--- config.mk ---
export PLATFORM = sky130hd
export DESIGN_NAME = cache_mem_arbiter
export DESIGN_NICKNAME = d
export VERILOG_FILES = /design/src/rtl/cache_mem_arbiter.sv
export SDC_FILE = /design/constraint.sdc
export NUM_CORES = 1
export LEC_CHECK = 0
export ABC_AREA = 1
export ABC_CLOCK_PERIOD_IN_PS = 3500
export BUFFER_PORTS_ARGS = -buffer_cell sky130_fd_sc_hd__clkbuf_2
export CAP_MARGIN = 20
export CORE_AREA = 5 5 117 119
export CTS_CLUSTER_DIAMETER = 40
export DETAILED_ROUTE_END_ITERATION = 8
export DIE_AREA = 0 0 122 124
export SLEW_MARGIN = 20
export SYNTH_ARGS = -nofsm -noshare
export SYNTH_HDL_FRONTEND = slang
export SYNTH_SLANG_ARGS = --single-unit
--- constraint.sdc ---
create_clock -name clk -period 3.5 [get_ports clk]
set_input_delay 0 -clock clk [delete_from_list [all_inputs] [get_ports clk]]
set_output_delay 0 -clock clk [all_outputs]
set_load 0.03 [all_outputs]
--- src/rtl/cache_mem_arbiter.sv ---
// Shares one SRAM-like memory port between the I-cache and D-cache miss paths, one transaction at a time.
// Define ARB_RR_EN to replace fixed data priority and its starvation guard with round-robin arbitration.
module cache_mem_arbiter #(
    parameter int STARVE_LIMIT = 4,
    parameter int CNT_W        = 3
) (
    input  logic        clk,
    input  logic        rst,

    input  logic        i_req,
    input  logic        i_wr,
    input  logic [1:0]  i_size,
    input  logic [31:0] i_addr,
    input  logic [31:0] i_wdata,
    output logic [31:0] i_rdata,
    output logic        i_addr_ok,
    output logic        i_data_ok,

    input  logic        d_req,
    input  logic        d_wr,
    input  logic [1:0]  d_size,
    input  logic [31:0] d_addr,
    input  logic [31:0] d_wdata,
    output logic [31:0] d_rdata,
    output logic        d_addr_ok,
    output logic        d_data_ok,

    output logic        m_req,
    output logic        m_wr,
    output logic [1:0]  m_size,
    output logic [31:0] m_addr,
    output logic [31:0] m_wdata,
    input  logic [31:0] m_rdata,
    input  logic        m_addr_ok,
    input  logic        m_data_ok
);

    typedef enum logic [2:0] {
        IDLE   = 3'd0,
        D_ADDR = 3'd1,
        D_WAIT = 3'd2,
        I_ADDR = 3'd3,
        I_WAIT = 3'd4
    } state_t;

    state_t state;
    logic   tie_to_i;
    logic   take_d;
    logic   take_i;

`ifdef ARB_RR_EN
    // last_grant: 1 = instruction was granted last, so data wins the first tie after reset
    logic last_grant;

    assign tie_to_i = ~last_grant;

    always_ff @(posedge clk or posedge rst) begin
        if (rst) begin
            last_grant <= 1'b1;
        end else if (take_d) begin
            last_grant <= 1'b0;
        end else if (take_i) begin
            last_grant <= 1'b1;
        end
    end
`else
    localparam logic [CNT_W-1:0] LIMIT = CNT_W'(STARVE_LIMIT);

    // Counts data grants that overtook a waiting instruction fetch
    logic [CNT_W-1:0] starve_cnt;

    assign tie_to_i = (starve_cnt >= LIMIT);

    always_ff @(posedge clk or posedge rst) begin
        if (rst) begin
            starve_cnt <= '0;
        end else if (take_i) begin
            starve_cnt <= '0;
        end else if (take_d && i_req && (starve_cnt < LIMIT)) begin
            starve_cnt <= starve_cnt + 1'b1;
        end
    end
`endif

    always_comb begin
        take_d = 1'b0;
        take_i = 1'b0;
        if (state == IDLE) begin
            if (d_req && i_req) begin
                take_i = tie_to_i;
                take_d = ~tie_to_i;
            end else if (d_req) begin
                take_d = 1'b1;
            end else if (i_req) begin
                take_i = 1'b1;
            end
        end
    end

    // A dropped request in an ADDR state is abandoned without touching the memory port
    always_ff @(posedge clk or posedge rst) begin
        if (rst) begin
            state <= IDLE;
        end else begin
            case (state)
                IDLE: begin
                    if (take_d) begin
                        state <= D_ADDR;
                    end else if (take_i) begin
                        state <= I_ADDR;
                    end
                end
                D_ADDR: begin
                    if (!d_req) begin
                        state <= IDLE;
                    end else if (m_addr_ok && m_data_ok) begin
                        state <= IDLE;
                    end else if (m_addr_ok) begin
                        state <= D_WAIT;
                    end
                end
                D_WAIT: begin
                    if (m_data_ok) begin
                        state <= IDLE;
                    end
                end
                I_ADDR: begin
                    if (!i_req) begin
                        state <= IDLE;
                    end else if (m_addr_ok && m_data_ok) begin
                        state <= IDLE;
                    end else if (m_addr_ok) begin
                        state <= I_WAIT;
                    end
                end
                I_WAIT: begin
                    if (m_data_ok) begin
                        state <= IDLE;
                    end
                end
                default: state <= IDLE;
            endcase
        end
    end

    // Port steering; IDLE drives everything to zero, which also covers the reset state
    always_comb begin
        m_req     = 1'b0;
        m_wr      = 1'b0;
        m_size    = 2'd0;
        m_addr    = 32'd0;
        m_wdata   = 32'd0;
        d_addr_ok = 1'b0;
        d_data_ok = 1'b0;
        d_rdata   = 32'd0;
        i_addr_ok = 1'b0;
        i_data_ok = 1'b0;
        i_rdata   = 32'd0;
        case (state)
            D_ADDR, D_WAIT: begin
                m_wr    = d_wr;
                m_size  = d_size;
                m_addr  = d_addr;
                m_wdata = d_wdata;
                if (state == D_ADDR) begin
                    m_req     = d_req;
                    d_addr_ok = m_addr_ok & d_req;
                    d_data_ok = m_addr_ok & m_data_ok & d_req;
                    d_rdata   = (m_addr_ok & m_data_ok & d_req) ? m_rdata : 32'd0;
                end else begin
                    d_data_ok = m_data_ok;
                    d_rdata   = m_rdata;
                end
            end
            I_ADDR, I_WAIT: begin
                m_wr    = i_wr;
                m_size  = i_size;
                m_addr  = i_addr;
                m_wdata = i_wdata;
                if (state == I_ADDR) begin
                    m_req     = i_req;
                    i_addr_ok = m_addr_ok & i_req;
                    i_data_ok = m_addr_ok & m_data_ok & i_req;
                    i_rdata   = (m_addr_ok & m_data_ok & i_req) ? m_rdata : 32'd0;
                end else begin
                    i_data_ok = m_data_ok;
                    i_rdata   = m_rdata;
                end
            end
            default: ;
        endcase
    end

endmodule

Yosys cells after proc, flatten, opt, wreduce, memory -nomap -nowiden
Cells that the tools add are included.
W data, S select, Z words.
{"block": "op_classes", "bitwise": 6, "muxes": 40, "addsub": 1, "magnitude_cmp": 2, "eq_ne": 8, "reduce_logical": 10, "n_div": 0, "n_shift": 0, "mul": 0}
{"op": "$mux W32", "count": 6}
{"op": "$pmux W32 S2", "count": 2}
{"op": "$mux W3", "count": 11}
{"op": "$mux W1", "count": 17}
{"op": "$pmux W3 S4", "count": 1}
{"op": "$ne A4 B4 Y1 const B", "count": 2}
{"op": "$eq A3 B2 Y1 const B", "count": 2}
{"op": "$reduce_or A2 Y1", "count": 3}
{"op": "$and A1 B1 Y1", "count": 5}
{"op": "$logic_and A1 B1 Y1", "count": 4}
{"op": "$pmux W1 S2", "count": 2}
{"op": "$pmux W2 S2", "count": 1}
{"op": "$reduce_and A4 Y1", "count": 1}
{"op": "$add A3 B1 Y3 const B", "count": 1}
{"op": "$eq A3 B1 Y1 const B", "count": 1}
{"op": "$eq A3 B3 Y1 const B", "count": 1}
{"op": "$ge A3 B3 Y1 const B", "count": 1}
{"op": "$logic_not A3 Y1", "count": 1}
{"op": "$lt A3 B3 Y1 const B", "count": 1}
{"op": "$ne A3 B3 Y1 const B", "count": 1}
{"op": "$ne A2 B1 Y1 const B", "count": 1}
{"op": "$reduce_bool A2 Y1", "count": 1}
{"op": "$not A1 Y1", "count": 1}
{"block": "totals", "latch_bits": 0, "rom_bits": 0, "mem_count": 0, "mem_bits_rw": 0, "ff_bits": 6, "input_bits": 172, "out_inout_bits": 136}

Depth between registers and ports, before layout
Gate-level depths: netlist of the first run.
{"block": "depth", "depth_word": 8, "ltp_mapped": 8}

Least setup slack after synthesis of the first run
OpenSTA, ideal clock, no wires.
{"block": "synth_path", "path_kind": "flip-flop to output port", "from": "register state[1]", "to": "output port d_rdata[10]", "t_arrival_ps": 1452, "setup_slack_ps": 2048, "n_path_buf": 2, "path_stages_with_launch": 8, "required_time_ps": 3500, "cell_sequence": "dfrtp_1 > buf_4 > nand2_2 > nand2_2 > nor2_4 > nand2_1 > buf_4 > nor2_1"}
{"block": "synth_via", "elab_chain_len": 3, "elab_cells_between_ends": 5}
{"item": "start, declared", "line": "46", "source": "state_t state;"}
{"item": "start signal, assigned", "line": "103", "source": "state <= IDLE;"}
{"item": "start signal, assigned", "line": "108", "source": "state <= D_ADDR;"}
{"item": "start signal, assigned", "line": "110", "source": "state <= I_ADDR;"}
{"item": "$eq A3 B1 Y1 / $eq A3 B2 Y1 (equally long branches)", "line": "159, 165"}
{"item": "$mux W32 / $reduce_or A2 Y1 (equally long branches)", "line": "165, 159"}
{"item": "$mux W32 *", "line": "159", "source": "case (state)"}
{"item": "end, declared", "line": "24", "source": "output logic [31:0] d_rdata,"}
Every way passes the cells marked *; elsewhere a longest branch is shown, timed or not.

Worst setup path in the final report of the first run
{"block": "layout_path", "from": "register state[1]", "to": "output port d_rdata[5]"}
Same word-level chain as after synthesis.

==> impl_metrics.py, run 1 <==
metrics = {
    "run_status": {
        "status": "completed",
    },
    "sta": {
        "finalCriticalPeriod_ns": 2.42,
        "final_max_slew_viol_count": 0,
        "setup_tns_ns": 0,
        "tightest_slew_ns": 0.907,
        "setup_viol": 0,
        "skew_ns": 0.00261,
        "rsz0062_at_grt": "false",
        "fmax_ghz": 0.413,
        "finalHoldViolations": 0,
        "slew-limit-headroom_pct": 39.4,
        "finalCritPeriodShare_pct": 69.2,
    },
    "cts": {
        "path_clk_slew_ns": 0.03,
        "cts_setup_buffers": 0,
        "cts_tree": "done",
        "clockBufferDepth": 2,
        "numCtsBuffers": 3,
        "htree_levels": 1,
        "cts_sinks": 6,
        "clock_latency_ns": 0.22,
        "cts_root_buffer": "clkbuf_16",
    },
    "floorplanning": {
        "coreArea_um2": 12500,
        "die_w_um": 122,
        "initial_core_util_pct": 12.8,
        "dieHeight_um": 124,
        "io_pins": 308,
        "rows": 41,
        "die-area_um2": 15100,
    },
    "power_and_ir_drop": {
        "p_int_mw": 1.25,
        "power_frac_comb_pct": 92.0,
        "p_sw_share_pct": 68.1,
        "p_clk_share_pct": 4.6,
        "leakagePower_nw": 2.17,
        "ir_drop_mv": 0.344,
        "power_frac_seq_pct": 3.4,
        "powerDensity_nw_per_um2": 1190,
        "power_switching_mw": 2.67,
    },
    "worst_setup_path": {
        "critPathLaunchType": "flop",
        "cpMostUsedCell": "nand2_2",
        "criticalPathCategory": "reg -> out",
        "arrival_ns": 2.42,
        "crit_chain": "nand2_2 -> nand2_2 -> nor2_4 -> nand2_1 -> buf_4 -> nor2_1 -> clkbuf_2",
        "crit_required_ns": 3.50,
        "crit_fanout": 37,
        "slowest_delay_ns": 0.69,
        "crit_buf_inv": 2,
        "critical_path.top_delay_family": "simple AND/OR/NAND/NOR gates",
        "critPathSlowestCell": "nor2_4",
        "end_kind": "output port",
    },
    "synthesis": {
        "yosysMostFrequentCell": "nor2_1",
        "synth_cells": 256,
        "synth_top_area_cell": "a22o_1",
        "avgSynthCellArea_um2": 6.22,
        "ys_seq_area_share_pct": 9.43,
        "synth_edf_count": 0,
        "yosys_warnings": 0,
        "async_flop_share_pct": 100,
        "netlist_area_um2": 1590,
        "syn_nets": 429,
        "ys_top_cells_by_count": "72 x nor2_1, 67 x a22o_1, 41 x inv_1",
        "synth_ff_type": "dfrtp_1",
        "ys_ff_latch": 6,
        "synth.distinct_cells": 18,
        "yosys-top-cells-area": "a22o_1 37%, nor2_1 17%, inv_1 9.7%",
        "synth_top_area_share_pct": 36.8,
    },
    "route": {
        "routed_wirelength_um": 11500,
        "vias": 2927,
        "ant_nets": 0,
        "drtPass1Iterations": 4,
        "first_iter_violations": 180,
        "drc": 0,
        "post_drt_wl_per_cell_um": 16.0,
        "via_per_inst": 4.05,
    },
    "placed_design": {
        "place_congestion": 0.785,
        "dp.final_hpwl_um": 10000,
        "port_buffers": 307,
    },
    "global_routing": {
        "grt_max_degree": 41,
        "grt-ovfl-total": 0,
        "antenna_found_initial": 0,
        "grt_first_pass_wirelength_um": 15600,
        "first_global_vias": 2714,
        "grt_use_total_pct": 13.1,
    },
    "finish": {
        "multi_input_area_um2": 1110,
        "area_growth_syn_to_layout_pct": 107,
        "seq_area_um2": 150,
        "final_util_pct": 26.4,
        "diodes": 0,
        "fill_cells": 1418,
        "drive_gt1_share_pct": 58.5,
        "nets": 725,
    },
    "run": {
        "max_cap_violations": 0,
    },
    "hold_path": {
        "hold_path.class": "in -> reg",
    },
}
stage by stage:
step                area [um2]  hold WS [ns]  cells  worst slack, ns  total power [mW]
floorplan                 1590        -0.209    256             2.05              2.81
global placement          3210       -0.0827    718             1.32              3.78
detailed placement        3210       -0.0794    718             1.34              3.76
CTS                       3290         0.189    722             1.09              3.97
global route              3290         0.249    722            0.870              4.16
finish                    3290         0.190    722             1.08              3.93
kinds of logic (layout without fill, tap and decap cells):
logic type / Yosys count / count (layout) / synth area share (%)
AND/OR/NAND/NOR: 106 / 106 / 27.3
AO/OA/AOI/OAI: 79 / 79 / 41.5
buffers and inverters: 64 / 358 / 21.0
flip-flops: 6 / 6 / 9.43
adder cells (fa/ha/maj): 1 / 1 / 0.785
routing by layer:
layer / up-vias / track usage, % / part of all wire [%] / wire length [um]
li1: 1457 / - / - / -
met1: 1304 / 18.5 / 43 / 4950
met2: 162 / 20.6 / 45 / 5210
met3: 4 / 3.72 / 11 / 1310
met4: 0 / 1.05 / 0.53 / 61
met5: - / 0 / 0 / 0
power groups by stage:
| stage | sequential, mW | combinational (mW) | clock [mW] |
|---|---|---|---|
| 2_1_floorplan | 0.109 | 2.70 | 0 |
| 3_3_place_gp | 0.134 | 3.64 | 0 |
| 3_5_place_dp | 0.135 | 3.62 | 0 |
| 4_1_cts | 0.135 | 3.65 | 0.184 |
| 5_1_grt | 0.141 | 3.83 | 0.191 |
| 6_report | 0.135 | 3.61 | 0.181 |
what timing repair did:
action / in CTS / in global routing
endpoints found under the hold margin: 6 / 0
setup endpoints to repair: 0 / 0
gates resized for setup: 0 / 0
hold buffers: 1 / 0
flip-flops by register name, summed over array words and instances (netlist names):
name,flops
state,3
starve_cnt,3
worst reg2reg max path, cell delays in order, from the launching register on:
cell and delay (ns):
dfrtp_1 0.47, nor2_4 0.21, nand2_1 0.15, inv_1 0.08, nand3_1 0.13, nand3_1 0.14
nand2_1 0.06, nand2_1 0.06
final cells by class:
class / instances / area share [%]
well taps: 172 / 6.54
flip-flops and latches: 6 / 4.56
clock buffers: 3 / 2.28
repair buffers: 313 / 48.1
inverters: 42 / 4.79
multi-input cells: 186 / 33.7
final timing paths:
kind	slack, ns	depth (start not counted)	end	startpoint
worst max-delay path	1.08	7	d_rdata[5]	state[1]
worst min-delay path	0.19	4	starve_cnt[1]	i_req
worst max register to register	2.14	7	state[1]	state[0]
worst min register to register	0.48	1	starve_cnt[0]	starve_cnt[0]
max in group asynchronous	3.07	3	state[1]	rst
min in group asynchronous	0.22	3	starve_cnt[1]	rst
placed cells by master, fill, tap and decap left out, drive strengths merged:
cell	instances
dlygate4sd3	1
o21ai	7
inv	42
buf	5
nor2	74
clkbuf	310
o21a	1
ha	1
nand2	22
a22o	67
nand4	4
nand3	6
a21oi	4
dfrtp	6
Note: power is estimated with default switching activity, not from simulation.
==> inputs of run 2 (changes only) <==
--- a/config.mk
+++ b/config.mk
@@ -6,13 +6,13 @@
 export NUM_CORES = 1
 export LEC_CHECK = 0
 export ABC_AREA = 1
-export ABC_CLOCK_PERIOD_IN_PS = 3500
+export ABC_CLOCK_PERIOD_IN_PS = 2000
 export BUFFER_PORTS_ARGS = -buffer_cell sky130_fd_sc_hd__clkbuf_2
 export CAP_MARGIN = 20
-export CORE_AREA = 5 5 117 119
+export CORE_AREA = 5 5 116 118
 export CTS_CLUSTER_DIAMETER = 40
 export DETAILED_ROUTE_END_ITERATION = 8
-export DIE_AREA = 0 0 122 124
+export DIE_AREA = 0 0 121 123
 export SLEW_MARGIN = 20
 export SYNTH_ARGS = -nofsm -noshare
 export SYNTH_HDL_FRONTEND = slang
==> constraint.sdc (replaced) <==
create_clock -name clk -period 2 [get_ports clk]
set_input_delay 0 -clock clk [delete_from_list [all_inputs] [get_ports clk]]
set_output_delay 0 -clock clk [all_outputs]
set_load 0.03 [all_outputs]
==> run 2 against run 1 <==
  * Clock power is 75% higher
  * Global-route usage is 1.0 points lower
  * Clock skew is 0.0020 ns lower
  * Sequential power increased by 73%
  * Flip-flop and latch count did not move
  * Utilization rose by 0.48 points
  * Non-clock buffer count grew 1
  * Final area increased by 0.99%
  * Worst hold slack better by 0.015 ns
  * Setup slack got worse by 0.91 ns
==> impl_metrics.py, run 2 (synthesis gave the netlist of run 1 again) <==
metrics = {
    "cts": {
        "path_clk_slew_ns": 0.03,
        "htree_levels": 1,
        "cts_sinks": 6,
        "numCtsBuffers": 3,
        "cts_setup_buffers": 0,
        "cts_tree": "done",
        "cts_root_buffer": "clkbuf_16",
        "clock_latency_ns": 0.22,
        "clockBufferDepth": 2,
    },
    "global_routing": {
        "grt-ovfl-total": 0,
        "grt_first_pass_wirelength_um": 14500,
        "grt.met3_usage_pct": 2.97,
        "grt_max_degree": 68,
        "met2_usage_pct": 20.9,
        "met1_usage_pct": 16.2,
        "first_global_vias": 2649,
        "top_usage_layer": "met2",
        "grt_use_total_pct": 12.1,
        "antenna_found_initial": 0,
    },
    "route": {
        "post_drt_wl_per_cell_um": 14.8,
        "via_per_inst": 4.07,
        "ant_nets": 0,
        "drtPass1Iterations": 4,
        "drc": 0,
        "vias": 2941,
        "routed_wirelength_um": 10700,
        "first_iter_violations": 173,
    },
    "power_and_ir_drop": {
        "leakagePower_nw": 2.19,
        "ir_drop_mv": 0.679,
        "powerDensity_nw_per_um2": 2050,
    },
    "sta": {
        "skew_ns": 0.000584,
        "slew-limit-headroom_pct": 75.6,
        "fmax_ghz": 0.547,
        "finalCritPeriodShare_pct": 91.4,
        "final_max_slew_viol_count": 0,
        "finalHoldViolations": 0,
        "hold_ws_ns": 0.205,
        "tightest_slew_ns": 0.366,
        "setup_tns_ns": 0,
        "setup_viol": 0,
        "rsz0062_at_grt": "false",
        "finalCriticalPeriod_ns": 1.83,
    },
    "finish": {
        "drive_gt1_share_pct": 58.6,
        "final_cell_mix": "307 x clkbuf_2, 72 x nor2_1, 67 x a22o_1",
        "nets": 726,
        "diodes": 0,
        "area_growth_syn_to_layout_pct": 109,
        "fill_cells": 1387,
        "top_regs": "starve_cnt (3), state (3)",
        "layout_commonest_cell": "clkbuf_2",
    },
    "worst_setup_path": {
        "critPathLaunchType": "flop",
        "arrival_ns": 1.83,
        "crit_required_ns": 2.00,
        "slowest_delay_ns": 0.50,
        "crit_chain": "nand2_2 -> nand2_2 -> o21a_4 -> buf_12 -> a22o_1 -> clkbuf_2",
        "cpMostUsedCell": "nand2_2",
        "crit_fanout": 67,
        "end_kind": "output port",
        "critPathSlowestCell": "dfrtp_1",
        "criticalPathCategory": "reg -> out",
    },
    "run": {
        "max_cap_violations": 0,
    },
    "floorplanning": {
        "die-area_um2": 14900,
        "io_pins": 308,
        "dieHeight_um": 123,
        "die_w_um": 121,
        "rows": 41,
        "coreArea_um2": 12400,
        "initial_core_util_pct": 12.9,
    },
    "hold_path": {
        "hold_path.class": "in -> reg",
    },
    "run_status": {
        "status": "completed",
    },
    "placed_design": {
        "place_congestion": 0.838,
        "port_buffers": 307,
        "dp.final_hpwl_um": 9280,
    },
}
run 2: worst max-delay path, delay by kind of cell (launching register included):
family,cells,cell delay [ns]
AOI/OAI and AO/OA,2,0.37
buffers and inverters,2,0.49
DFF,1,0.50
and+or+nand+nor,2,0.19
run 2: cell type report:
| type | instances | area (um2) | share of cell area [%] |
|---|---|---|---|
| sequential | 6 | 150 | 4.52 |
| multi-input combinational | 186 | 1110 | 33.4 |
| timing repair buffer | 314 | 1620 | 48.6 |
| tap | 172 | 215 | 6.48 |
| clock buffer | 3 | 75.1 | 2.26 |
| inverter | 42 | 158 | 4.74 |
run 2: worst paths after layout:
check                              start            end  slack (ns)  cells past startpoint
hold reg to reg            starve_cnt[0]  starve_cnt[0]        0.47                      1
min in group asynchronous            rst  starve_cnt[1]        0.22                      3
hold / removal                     i_req       state[2]        0.21                      5
max in group asynchronous            rst  starve_cnt[2]        1.58                      3
setup reg to reg                state[0]       state[1]        0.61                      7
setup / recovery                state[1]     m_addr[26]        0.17                      6
run 2: report_power, final:
part | switching, mW | internal (mW) | total, mW
Sequential | 0.0636 | 0.170 | 0.234
Combinational | 4.44 | 1.84 | 6.27
Clock | 0.0608 | 0.256 | 0.317
run 2: stage by stage:
step	instance area (um2)	cells	power (mW)	util [%]	setup slack, ns
after floorplan	1590	256	4.91	-	0.548
after global routing	3320	723	7.23	26.9	0.0891
after global placement	3240	719	6.55	26.2	0.442
after detailed placement	3240	719	6.55	26.2	0.426
final	3320	723	6.82	26.9	0.172
after CTS	3320	723	6.91	26.9	0.179
run 2: timing repair:
action | CTS | global route
hold buffers | 1 | 0
gates resized for setup | 0 | 0
endpoints found under the hold margin | 6 | 0
run 2: layer usage:
layer  up-vias  share of wire [%]
met1      1307                 40
met4         0               0.21
met2       168                 48
met5         -                  0
li1       1462                  -
met3         4                 11
==> inputs of run 3 (changes only) <==
--- a/config.mk
+++ b/config.mk
@@ -6,13 +6,13 @@
 export NUM_CORES = 1
 export LEC_CHECK = 0
 export ABC_AREA = 1
-export ABC_CLOCK_PERIOD_IN_PS = 2000
+export ABC_CLOCK_PERIOD_IN_PS = 1900
 export BUFFER_PORTS_ARGS = -buffer_cell sky130_fd_sc_hd__clkbuf_2
 export CAP_MARGIN = 20
-export CORE_AREA = 5 5 116 118
+export CORE_AREA = 5 5 115 117
 export CTS_CLUSTER_DIAMETER = 40
 export DETAILED_ROUTE_END_ITERATION = 8
-export DIE_AREA = 0 0 121 123
+export DIE_AREA = 0 0 120 122
 export SLEW_MARGIN = 20
 export SYNTH_ARGS = -nofsm -noshare
 export SYNTH_HDL_FRONTEND = slang
==> constraint.sdc (replaced) <==
create_clock -name clk -period 1.9 [get_ports clk]
set_input_delay 0 -clock clk [delete_from_list [all_inputs] [get_ports clk]]
set_output_delay 0 -clock clk [all_outputs]
set_load 0.03 [all_outputs]
==> run 3 against run 2 <==
  * Utilization grew 0.41 points
  * Worst hold slack got worse by 0.014 ns
  * Highest routed layer unchanged
  * Global-route usage increased by 0.79 points
  * Largest cell class unchanged
  * Clock skew is 0.0014 ns higher
  * Flip-flop and latch count unchanged
  * Cell count shrank 3.0%
  * Critical path depth is 1 lower
  * Register-to-register slack worse by 0.06 ns
==> impl_metrics.py, run 3 (synthesis gave the netlist of run 1 again) <==
metrics = {
    "finish": {
        "area_growth_syn_to_layout_pct": 110,
        "fill_cells": 1379,
        "diodes": 0,
        "drive_gt1_share_pct": 58.6,
        "finalInstanceArea_um2": 3350,
        "final_cell_mix": "307 x clkbuf_2, 72 x nor2_1, 67 x a22o_1",
        "layout_commonest_cell": "clkbuf_2",
        "nets": 726,
        "fin_cells": 701,
        "top_regs": "starve_cnt (3), state (3)",
    },
    "floorplanning": {
        "die_w_um": 120,
        "io_pins": 308,
        "dieHeight_um": 122,
        "coreArea_um2": 12300,
        "initial_core_util_pct": 13.0,
        "rows": 41,
        "die-area_um2": 14600,
    },
    "cts": {
        "cts_root_buffer": "clkbuf_16",
        "path_clk_slew_ns": 0.03,
        "cts_setup_buffers": 0,
        "cts_tree": "done",
        "clockBufferDepth": 2,
        "htree_levels": 1,
        "clock_latency_ns": 0.23,
        "cts_sinks": 6,
        "numCtsBuffers": 3,
    },
    "power_and_ir_drop": {
        "powerDensity_nw_per_um2": 2210,
        "power_frac_comb_pct": 92.1,
        "power_switching_mw": 4.88,
        "power_frac_seq_pct": 3.3,
        "ir_drop_mv": 0.582,
        "leakagePower_nw": 2.21,
        "p_sw_share_pct": 65.9,
        "p_int_mw": 2.52,
        "p_clk_share_pct": 4.5,
        "power_mw": 7.40,
    },
    "placed_design": {
        "place_area_um2": 3260,
        "dp.final_hpwl_um": 9300,
        "port_buffers": 307,
        "place_congestion": 0.802,
        "place_inst": 697,
        "dp_slack_ns": 0.352,
    },
    "hold_path": {
        "min_from": "i_req",
        "hold_path.class": "in -> reg",
        "min_to": "starve_cnt[1]",
        "min_path_cells": 4,
    },
    "worst_setup_path": {
        "reg2regPathDepth": 7,
        "reg2reg_from": "state[0]",
        "crit_required_ns": 1.90,
        "critPathLaunchType": "flop",
        "criticalPathCategory": "reg -> out",
        "crit_fanout": 29,
        "timing.rr.end": "state[1]",
        "rrSetupSlack_ns": 0.55,
        "arrival_ns": 1.78,
        "end_kind": "output port",
    },
    "sta": {
        "finalCriticalPeriod_ns": 1.78,
        "rsz0062_at_grt": "false",
        "setup_ws_ns": 0.124,
        "tightest_slew_ns": 0.283,
        "setup_tns_ns": 0,
        "finalHoldViolations": 0,
        "fmax_ghz": 0.563,
        "skew_ns": 0.00203,
        "setup_viol": 0,
        "finalCritPeriodShare_pct": 93.5,
        "slew-limit-headroom_pct": 81.1,
        "final_max_slew_viol_count": 0,
    },
    "route": {
        "via_per_inst": 4.16,
        "ant_nets": 0,
        "post_drt_wl_per_cell_um": 15.5,
        "routed_wirelength_um": 10900,
        "vias": 2918,
        "drtPass1Iterations": 4,
        "drc": 0,
        "first_iter_violations": 164,
    },
    "global_routing": {
        "first_global_vias": 2674,
        "grt_max_degree": 39,
        "grt_use_total_pct": 12.9,
        "antenna_found_initial": 0,
        "grt_first_pass_wirelength_um": 15100,
        "grt-ovfl-total": 0,
    },
    "run": {
        "max_cap_violations": 0,
    },
    "run_status": {
        "status": "completed",
    },
}
## run 3: cell counts in the layout (fill, tap and decap cells not counted)
No cell type changed its count.
## run 3: through the flow
stage / util [%] / hold slack [ns]
6_report: 27.3 / 0.191
5_1_grt: 27.3 / 0.245
4_1_cts: 27.3 / 0.185
3_5_place_dp: 26.6 / -0.0774
3_3_place_gp: 26.6 / -0.0754
2_1_floorplan: - / -0.209
## run 3: worst max path at each step
stage                   from     endpoint  slack (ns)  cells past startpoint
floorplan           state[1]  d_rdata[10]        0.45                      7
finish              state[0]    m_addr[8]        0.12                      5
global route        state[1]   m_addr[12]        0.01                      6
detailed placement  state[0]    m_addr[9]        0.35                      5
CTS                 state[0]    m_addr[9]        0.10                      5
global placement    state[0]   m_addr[12]        0.34                      5
## run 3: metal layers
| metal | vias to the layer above | wire length, um | global-route usage (%) | share of wire [%] |
|---|---|---|---|---|
| met5 | - | 0 | 0 | 0 |
| met4 | 0 | 108 | 2.29 | 0.99 |
| met3 | 8 | 1020 | 3.16 | 9.4 |
| met2 | 149 | 5030 | 20.7 | 46 |
| met1 | 1299 | 4710 | 17.7 | 43 |
| li1 | 1462 | - | - | - |
## run 3: layout make-up
class	instances	area, um2	area share, %
Sequential cell	6	150	4.49
Timing Repair Buffer	314	1670	49.8
Tap cell	150	188	5.61
Clock buffer	3	75.1	2.24
Multi-Input combinational cell	186	1110	33.1
Inverter	42	158	4.71
## run 3: timing repair
action                    CTS  global route
hold endpoints to repair    6             0
hold buffers                1             0
gates resized for setup     0             0
## run 3: power by group through the flow
stage	combinational, mW	sequential [mW]	clock [mW]
finish	6.82	0.244	0.337
global route	7.21	0.253	0.351
CTS	6.89	0.244	0.348
detailed placement	6.86	0.245	0
global placement	6.89	0.246	0
floorplan	4.97	0.202	0
## run 3: worst max-delay path, cell delays in order (launching register included)
cell and delay [ns]:
dfrtp_1 0.46, nor2_4 0.21, o21a_4 0.19, buf_12 0.18, a22o_1 0.25, clkbuf_2 0.25
